$ cat config.mk
export PLATFORM = sky130hd
export DESIGN_NAME = multi_clock_gen
export DESIGN_NICKNAME = d
export VERILOG_FILES = /design/src/rtl/multi_clock_gen.sv
export SDC_FILE = /design/constraint.sdc
export NUM_CORES = 1
export LEC_CHECK = 0
export ABC_AREA = 1
export CELL_PAD_IN_SITES_DETAIL_PLACEMENT = 2
export CELL_PAD_IN_SITES_GLOBAL_PLACEMENT = 2
export CORE_MARGIN = 2
export CORE_UTILIZATION = 37
export DETAILED_ROUTE_END_ITERATION = 10
export GPL_ROUTABILITY_DRIVEN = 0
export GPL_TIMING_DRIVEN = 1
export HOLD_SLACK_MARGIN = 0.06
export PLACE_DENSITY_LB_ADDON = 0.1
export SYNTH_ARGS = -nofsm -noshare
export SYNTH_HDL_FRONTEND = slang
export SYNTH_SLANG_ARGS = --single-unit
$ cat constraint.sdc
create_clock -name clk_in -period 4.4 [get_ports clk_in]
set_clock_uncertainty 0.05 [all_clocks]
set_input_delay 0.44 -clock clk_in [delete_from_list [all_inputs] [get_ports clk_in]]
set_output_delay 0.44 -clock clk_in [all_outputs]
set_load 0.03 [all_outputs]
$ cat src/rtl/multi_clock_gen.sv
// ---------------------------------------------------------------------------
// multi_clock_gen
//   Multi-channel, runtime-programmable clock/tick generator. Each channel
//   divides clk_in by a programmable terminal count and produces either a 50%
//   square wave or a one-cycle pulse. New settings wait in a per-channel shadow
//   register and take effect only at a period boundary, so an output never
//   glitches mid-period.
//
// Ports
//   clk_in     in   1          system clock, all logic on the rising edge
//   reset      in   1          synchronous, active-high, overrides everything
//   enable     in   CHANNELS   per-channel run enable
//   cfg_valid  in   1          configuration request
//   cfg_ready  out  1          configuration accept (combinational)
//   cfg_chan   in   CH_W       target channel of the request
//   cfg_tc     in   CNT_WIDTH  new terminal count
//   cfg_mode   in   1          new mode: 0 square, 1 tick
//   clk_out    out  CHANNELS   per-channel generated output (registered)
//   tick       out  CHANNELS   per-channel one-cycle wrap pulse (registered)
// ---------------------------------------------------------------------------
module multi_clock_gen #(
   parameter int          CHANNELS     = 4,
   parameter int          CNT_WIDTH    = 24,
   parameter int unsigned DEFAULT_TC   = 833332,
   parameter logic        DEFAULT_MODE = 1'b0,
   localparam int         CH_W         = (CHANNELS > 1) ? $clog2(CHANNELS) : 1
) (
   input  logic                 clk_in,
   input  logic                 reset,
   input  logic [CHANNELS-1:0]  enable,
   input  logic                 cfg_valid,
   output logic                 cfg_ready,
   input  logic [CH_W-1:0]      cfg_chan,
   input  logic [CNT_WIDTH-1:0] cfg_tc,
   input  logic                 cfg_mode,
   output logic [CHANNELS-1:0]  clk_out,
   output logic [CHANNELS-1:0]  tick
);

   typedef enum logic [1:0] {
      CH_OFF      = 2'd0,
      CH_RUN      = 2'd1,
      CH_RUN_PEND = 2'd2
   } chan_state_t;

   logic [CHANNELS-1:0] pending;
   logic                cfg_fire;

   // A channel can hold only one waiting configuration, so the request is
   // refused while the addressed channel already has one. Requests aimed
   // past the last channel are always accepted and simply dropped.
   always_comb begin
      cfg_ready = 1'b1;
      for (int i = 0; i < CHANNELS; i++) begin
         if (pending[i] && (cfg_chan == CH_W'(i))) begin
            cfg_ready = 1'b0;
         end
      end
   end

   assign cfg_fire = cfg_valid && cfg_ready;

   for (genvar g = 0; g < CHANNELS; g++) begin : g_chan
      logic [CNT_WIDTH-1:0] cnt_q, cnt_d;
      logic [CNT_WIDTH-1:0] tc_q, tc_d;
      logic [CNT_WIDTH-1:0] sh_tc_q, sh_tc_d;
      logic                 mode_q, mode_d;
      logic                 sh_mode_q, sh_mode_d;
      logic                 pend_q, pend_d;
      logic                 clk_q, clk_d;
      logic                 tick_q, tick_d;
      logic                 load;
      logic                 wrap;
      chan_state_t          state;

      // The channel state is fully determined by its enable and whether a
      // shadow configuration is waiting; OFF wins over everything else.
      always_comb begin
         if (!enable[g]) begin
            state = CH_OFF;
         end else if (pend_q) begin
            state = CH_RUN_PEND;
         end else begin
            state = CH_RUN;
         end
      end

      assign load    = cfg_fire && (cfg_chan == CH_W'(g));
      assign wrap    = (cnt_q == tc_q);
      assign pending[g] = pend_q;

      // Next-state logic. The shadow config is applied from the value held
      // before this edge, so a request landing on a wrap edge waits for the
      // following wrap. A mode change at apply parks the output low so the
      // new mode starts from a clean level; the wrap pulse still fires.
      always_comb begin
         cnt_d     = cnt_q;
         tc_d      = tc_q;
         mode_d    = mode_q;
         sh_tc_d   = sh_tc_q;
         sh_mode_d = sh_mode_q;
         pend_d    = pend_q;
         clk_d     = clk_q;
         tick_d    = 1'b0;
         case (state)
            CH_OFF: begin
               cnt_d = '0;
               clk_d = 1'b0;
               if (pend_q) begin
                  tc_d   = sh_tc_q;
                  mode_d = sh_mode_q;
                  pend_d = 1'b0;
               end
            end
            CH_RUN, CH_RUN_PEND: begin
               if (wrap) begin
                  cnt_d  = '0;
                  tick_d = 1'b1;
                  if (state == CH_RUN_PEND) begin
                     tc_d   = sh_tc_q;
                     mode_d = sh_mode_q;
                     pend_d = 1'b0;
                  end
                  if (mode_d != mode_q) begin
                     clk_d = 1'b0;
                  end else if (mode_q) begin
                     clk_d = 1'b1;
                  end else begin
                     clk_d = !clk_q;
                  end
               end else begin
                  cnt_d = cnt_q + 1'b1;
                  if (mode_q) begin
                     clk_d = 1'b0;
                  end
               end
            end
            default: begin
               cnt_d = '0;
               clk_d = 1'b0;
            end
         endcase
         if (load) begin
            sh_tc_d   = cfg_tc;
            sh_mode_d = cfg_mode;
            pend_d    = 1'b1;
         end
      end

      // State register. Reset restores the default divider and throws away
      // any configuration that was still waiting in the shadow register.
      always_ff @(posedge clk_in) begin
         if (reset) begin
            cnt_q     <= '0;
            tc_q      <= CNT_WIDTH'(DEFAULT_TC);
            mode_q    <= DEFAULT_MODE;
            sh_tc_q   <= CNT_WIDTH'(DEFAULT_TC);
            sh_mode_q <= DEFAULT_MODE;
            pend_q    <= 1'b0;
            clk_q     <= 1'b0;
            tick_q    <= 1'b0;
         end else begin
            cnt_q     <= cnt_d;
            tc_q      <= tc_d;
            mode_q    <= mode_d;
            sh_tc_q   <= sh_tc_d;
            sh_mode_q <= sh_mode_d;
            pend_q    <= pend_d;
            clk_q     <= clk_d;
            tick_q    <= tick_d;
         end
      end

      // Outputs come straight from flops so downstream logic sees clean edges.
      assign clk_out[g] = clk_q;
      assign tick[g]    = tick_q;
   end

endmodule

==> impl_metrics.py <==
metrics = {
    "drt": {
        "vias": 15040,
        "route.detailed.drc": 0,
        "wl_per_cell_microns": 17.91,
        "drt-pass1-iter-count": 5,
        "ant_nets": 0,
        "viasPerCell": 5.201,
        "wl_mm": 51.79,
        "drt_iter0_markers": 654,
    },
    "sta": {
        "rsz0062_at_grt": "no",
        "fin_crit_ps": 2971,
        "fin_crit_sh": 0.6753,
        "maxSlewHeadroom": 0.1284,
        "final_hold_viol_count": 0,
        "max_freq_mhz": 336.5,
        "tightestPinTransition_ps": 1303,
        "fin_tns_setup_ps": 0,
        "setup_viol_count_final": 0,
        "drv_slew": 0,
    },
    "logic_synthesis": {
        "seq_area_frac_synth": 0.4069,
        "avgSynthCellArea_sq_um": 6.471,
        "async_flop_share": 0,
        "yosysWarnings": 0,
        "synth.distinct_cells": 35,
        "ys_seq_elements": 308,
        "syn_nets": 2384,
        "netlist_area_sq_mm": 0.01515,
        "synth-main-ff-cell": "dfxtp_1",
        "synth_edf_count": 0,
        "syn_inst": 2342,
    },
    "grt": {
        "grt_max_degree": 79,
        "grt_pass1_wl_mm": 83.91,
        "grt_use_total": 0.2477,
        "antenna_found_initial": 0,
        "grt_overflow": 0,
        "grt_pass1_vias": 16170,
    },
    "setup_path": {
        "end_kind": "output pin",
        "cp_num_cells": 8,
        "crit_family": "buffers and inverters",
        "timing.critical_path.to": "cfg_ready",
        "path_max_fanout": 13,
        "slowest_stage": "clkdlybuf4s50_1",
        "startpoint": "cfg_chan[0]",
        "cp_cell_sequence": "clkdlybuf4s50_1, inv_1, nor2_1, buf_4, nand2_1, o211ai_1, a21oi_4, clkdlybuf4s50_1",
        "crit_top_cell": "clkdlybuf4s50_1",
        "reg2reg_to": "g_chan[1].cnt_q[19]",
        "crit_type": "in -> out",
        "r2r_cells": 8,
        "worstPathRequired_ps": 3910,
        "crit_arrival_ps": 2480,
        "r2r_slack_ps": 1700,
        "path_buf_inv": 4,
        "rr_startpoint": "g_chan[1].pend_q",
        "cpPeakStageDelay_ps": 670,
        "startpoint_type": "primary input",
    },
    "cts": {
        "cts_tree": "built",
        "clock_path_buffers": 3,
        "ctsHoldBuffers": 0,
        "clkLatencyLatePin_ps": 550,
        "clk_pin_slew_worst_paths_ps": 60,
        "cts-resized-gates": 0,
        "clkSinkCount": 308,
        "cts_root_buf": "clkbuf_16",
        "post_cts_buffers": 0,
        "cts-buffers-inserted": 38,
        "htree_levels": 2,
    },
    "die": {
        "core.rowCount": 74,
        "core_sq_mm": 0.04065,
        "io-pin-count": 43,
        "start_util": 0.3728,
        "die_w_microns": 206.4,
        "dieHeight_microns": 206.4,
        "die_area_sq_mm": 0.04259,
    },
    "placement": {
        "dp.cells": 2825,
        "hpwlAfterDp_mm": 36.40,
        "io_buffers": 42,
        "placed_cell_area_sq_mm": 0.01582,
    },
    "final_layout": {
        "drive_gt1_frac": 0.05384,
        "nets": 2375,
        "stdcell_count": 2891,
        "nFillCells": 5002,
        "final_area_sq_mm": 0.01714,
        "antennaDiodeCount": 0,
        "syn2layout_area_growth_pct": 13.13,
    },
    "power": {
        "powerDensity_mw_per_mm2": 397.5,
        "power_leakage_nw": 7.625,
        "ir_drop_uv": 259.8,
    },
    "flow_run": {
        "maxCapViolCount": 0,
    },
    "hold_path": {
        "hold_class": "reg -> reg",
    },
    "run_status": {
        "status": "finished, final reports clean",
    },
}
[cells in the mapped netlist (all sizes together), types with 16 or more instances]
master | n | area (sq um)
a21oi | 119 | 599.3
buf | 67 | 447.9
clkbuf | 43 | 162.7
dfxtp | 308 | 6166
inv | 279 | 1047
nand2 | 681 | 2581
nand3 | 238 | 1216
nand4 | 76 | 475.5
nor2 | 376 | 1429
nor3 | 58 | 306.5
nor3b | 16 | 120.1
o21ai | 19 | 95.09
or2 | 16 | 100.1
xor2 | 27 | 236.5
[tightest hold or removal path: stages, from the launching register on]
cell and delay (ps):
dfxtp_1 330, nand2_1 60, nand3_1 50
[stage by stage]
| step | utilization | power [mW] | worst slack (ps) | hold slack, ps |
|---|---|---|---|---|
| 2_1_floorplan | - | 3.340 | 2555 | 379.5 |
| 3_3_place_gp | 0.3893 | 3.494 | 1467 | 393.5 |
| 4_1_cts | 0.4218 | 6.904 | 1429 | 416.4 |
| 6_report | 0.4218 | 6.815 | 1429 | 413.4 |
| 5_1_grt | 0.4218 | 7.082 | 1352 | 433.9 |
| 3_5_place_dp | 0.3893 | 3.529 | 1316 | 398.0 |
[cell usage in the layout (no fill, tap or decap), drive strengths merged]
cell type / Yosys / final
a31oi: 1 / 1
and2: 2 / 2
clkbuf: 43 / 55
bufinv: 0 / 3
ha: 8 / 8
a211oi: 1 / 1
nor4: 6 / 6
inv: 279 / 279
buf: 67 / 19
nand2: 681 / 681
o211ai: 1 / 1
nor2: 376 / 376
or2: 16 / 16
nor3b: 16 / 16
a21oi: 119 / 119
nand4: 76 / 76
xor2: 27 / 27
clkinv: 0 / 7
dfxtp: 308 / 308
o21ai: 19 / 19
nand3: 238 / 238
clkdlybuf4s50: 0 / 42
nor3: 58 / 58
clkinvlp: 0 / 1
[report_power, final]
group / switching [mW] / internal [mW] / total (mW)
sequential: 0.0640 / 2.88 / 2.94
combinational: 0.361 / 0.166 / 0.527
clock: 1.30 / 2.04 / 3.34
[state kept, by name, summed over array words and instances (netlist names)]
| signal | cells |
|---|---|
| g_chan.mode_q | 4 |
| g_chan.tc_q | 96 |
| g_chan.pend_q | 4 |
| g_chan.sh_mode_q | 4 |
| g_chan.clk_q | 4 |
| g_chan.sh_tc_q | 96 |
| g_chan.tick_q | 4 |
| g_chan.cnt_q | 96 |
[per-layer routing]
metal | vias to the layer above | share of wire | track usage
met5 | - | 0 | 0
met2 | 151 | 0.51 | 0.4544
met1 | 7486 | 0.44 | 0.3024
met4 | 0 | 0.020 | 0.06556
li1 | 7329 | - | -
met3 | 69 | 0.028 | 0.03169
[how the worst min path moves through the flow]
| stage | from | to | slack [ps] | cells after the start |
|---|---|---|---|---|
| after floorplan | g_chan[0].sh_tc_q[10] | g_chan[0].sh_tc_q[10] | 380 | 2 |
| after global placement | g_chan[3].sh_tc_q[12] | g_chan[3].sh_tc_q[12] | 390 | 2 |
| after detailed placement | g_chan[3].sh_tc_q[15] | g_chan[3].sh_tc_q[15] | 400 | 2 |
| after CTS | g_chan[3].sh_tc_q[15] | g_chan[3].sh_tc_q[15] | 420 | 2 |
| after global routing | g_chan[3].sh_tc_q[15] | g_chan[3].sh_tc_q[15] | 430 | 2 |
| final | g_chan[2].sh_tc_q[10] | g_chan[2].sh_tc_q[10] | 410 | 2 |
[area by class of cell]
cell class,instances,area [sq um],area share
flip-flops and latches,308,6166,0.3597
multi-input cells,1645,7338,0.4280
clock buffers,55,1189,0.06933
well taps,532,665.6,0.03883
inverters,279,1052,0.06138
repair buffers,61,600.6,0.03503
clock inverters,11,132.6,0.007736
[kinds of logic (layout without fill, tap and decap cells)]
family,after synthesis,count (layout),share of synthesized area
simple gates,1469,1469,0.4143
buf+inv,389,406,0.1094
flops,308,308,0.4069
compound gates,141,141,0.04723
xor+xnor,27,27,0.01560
fa+ha+maj,8,8,0.006605
No activity file was read; power rests on OpenSTA's default activity.
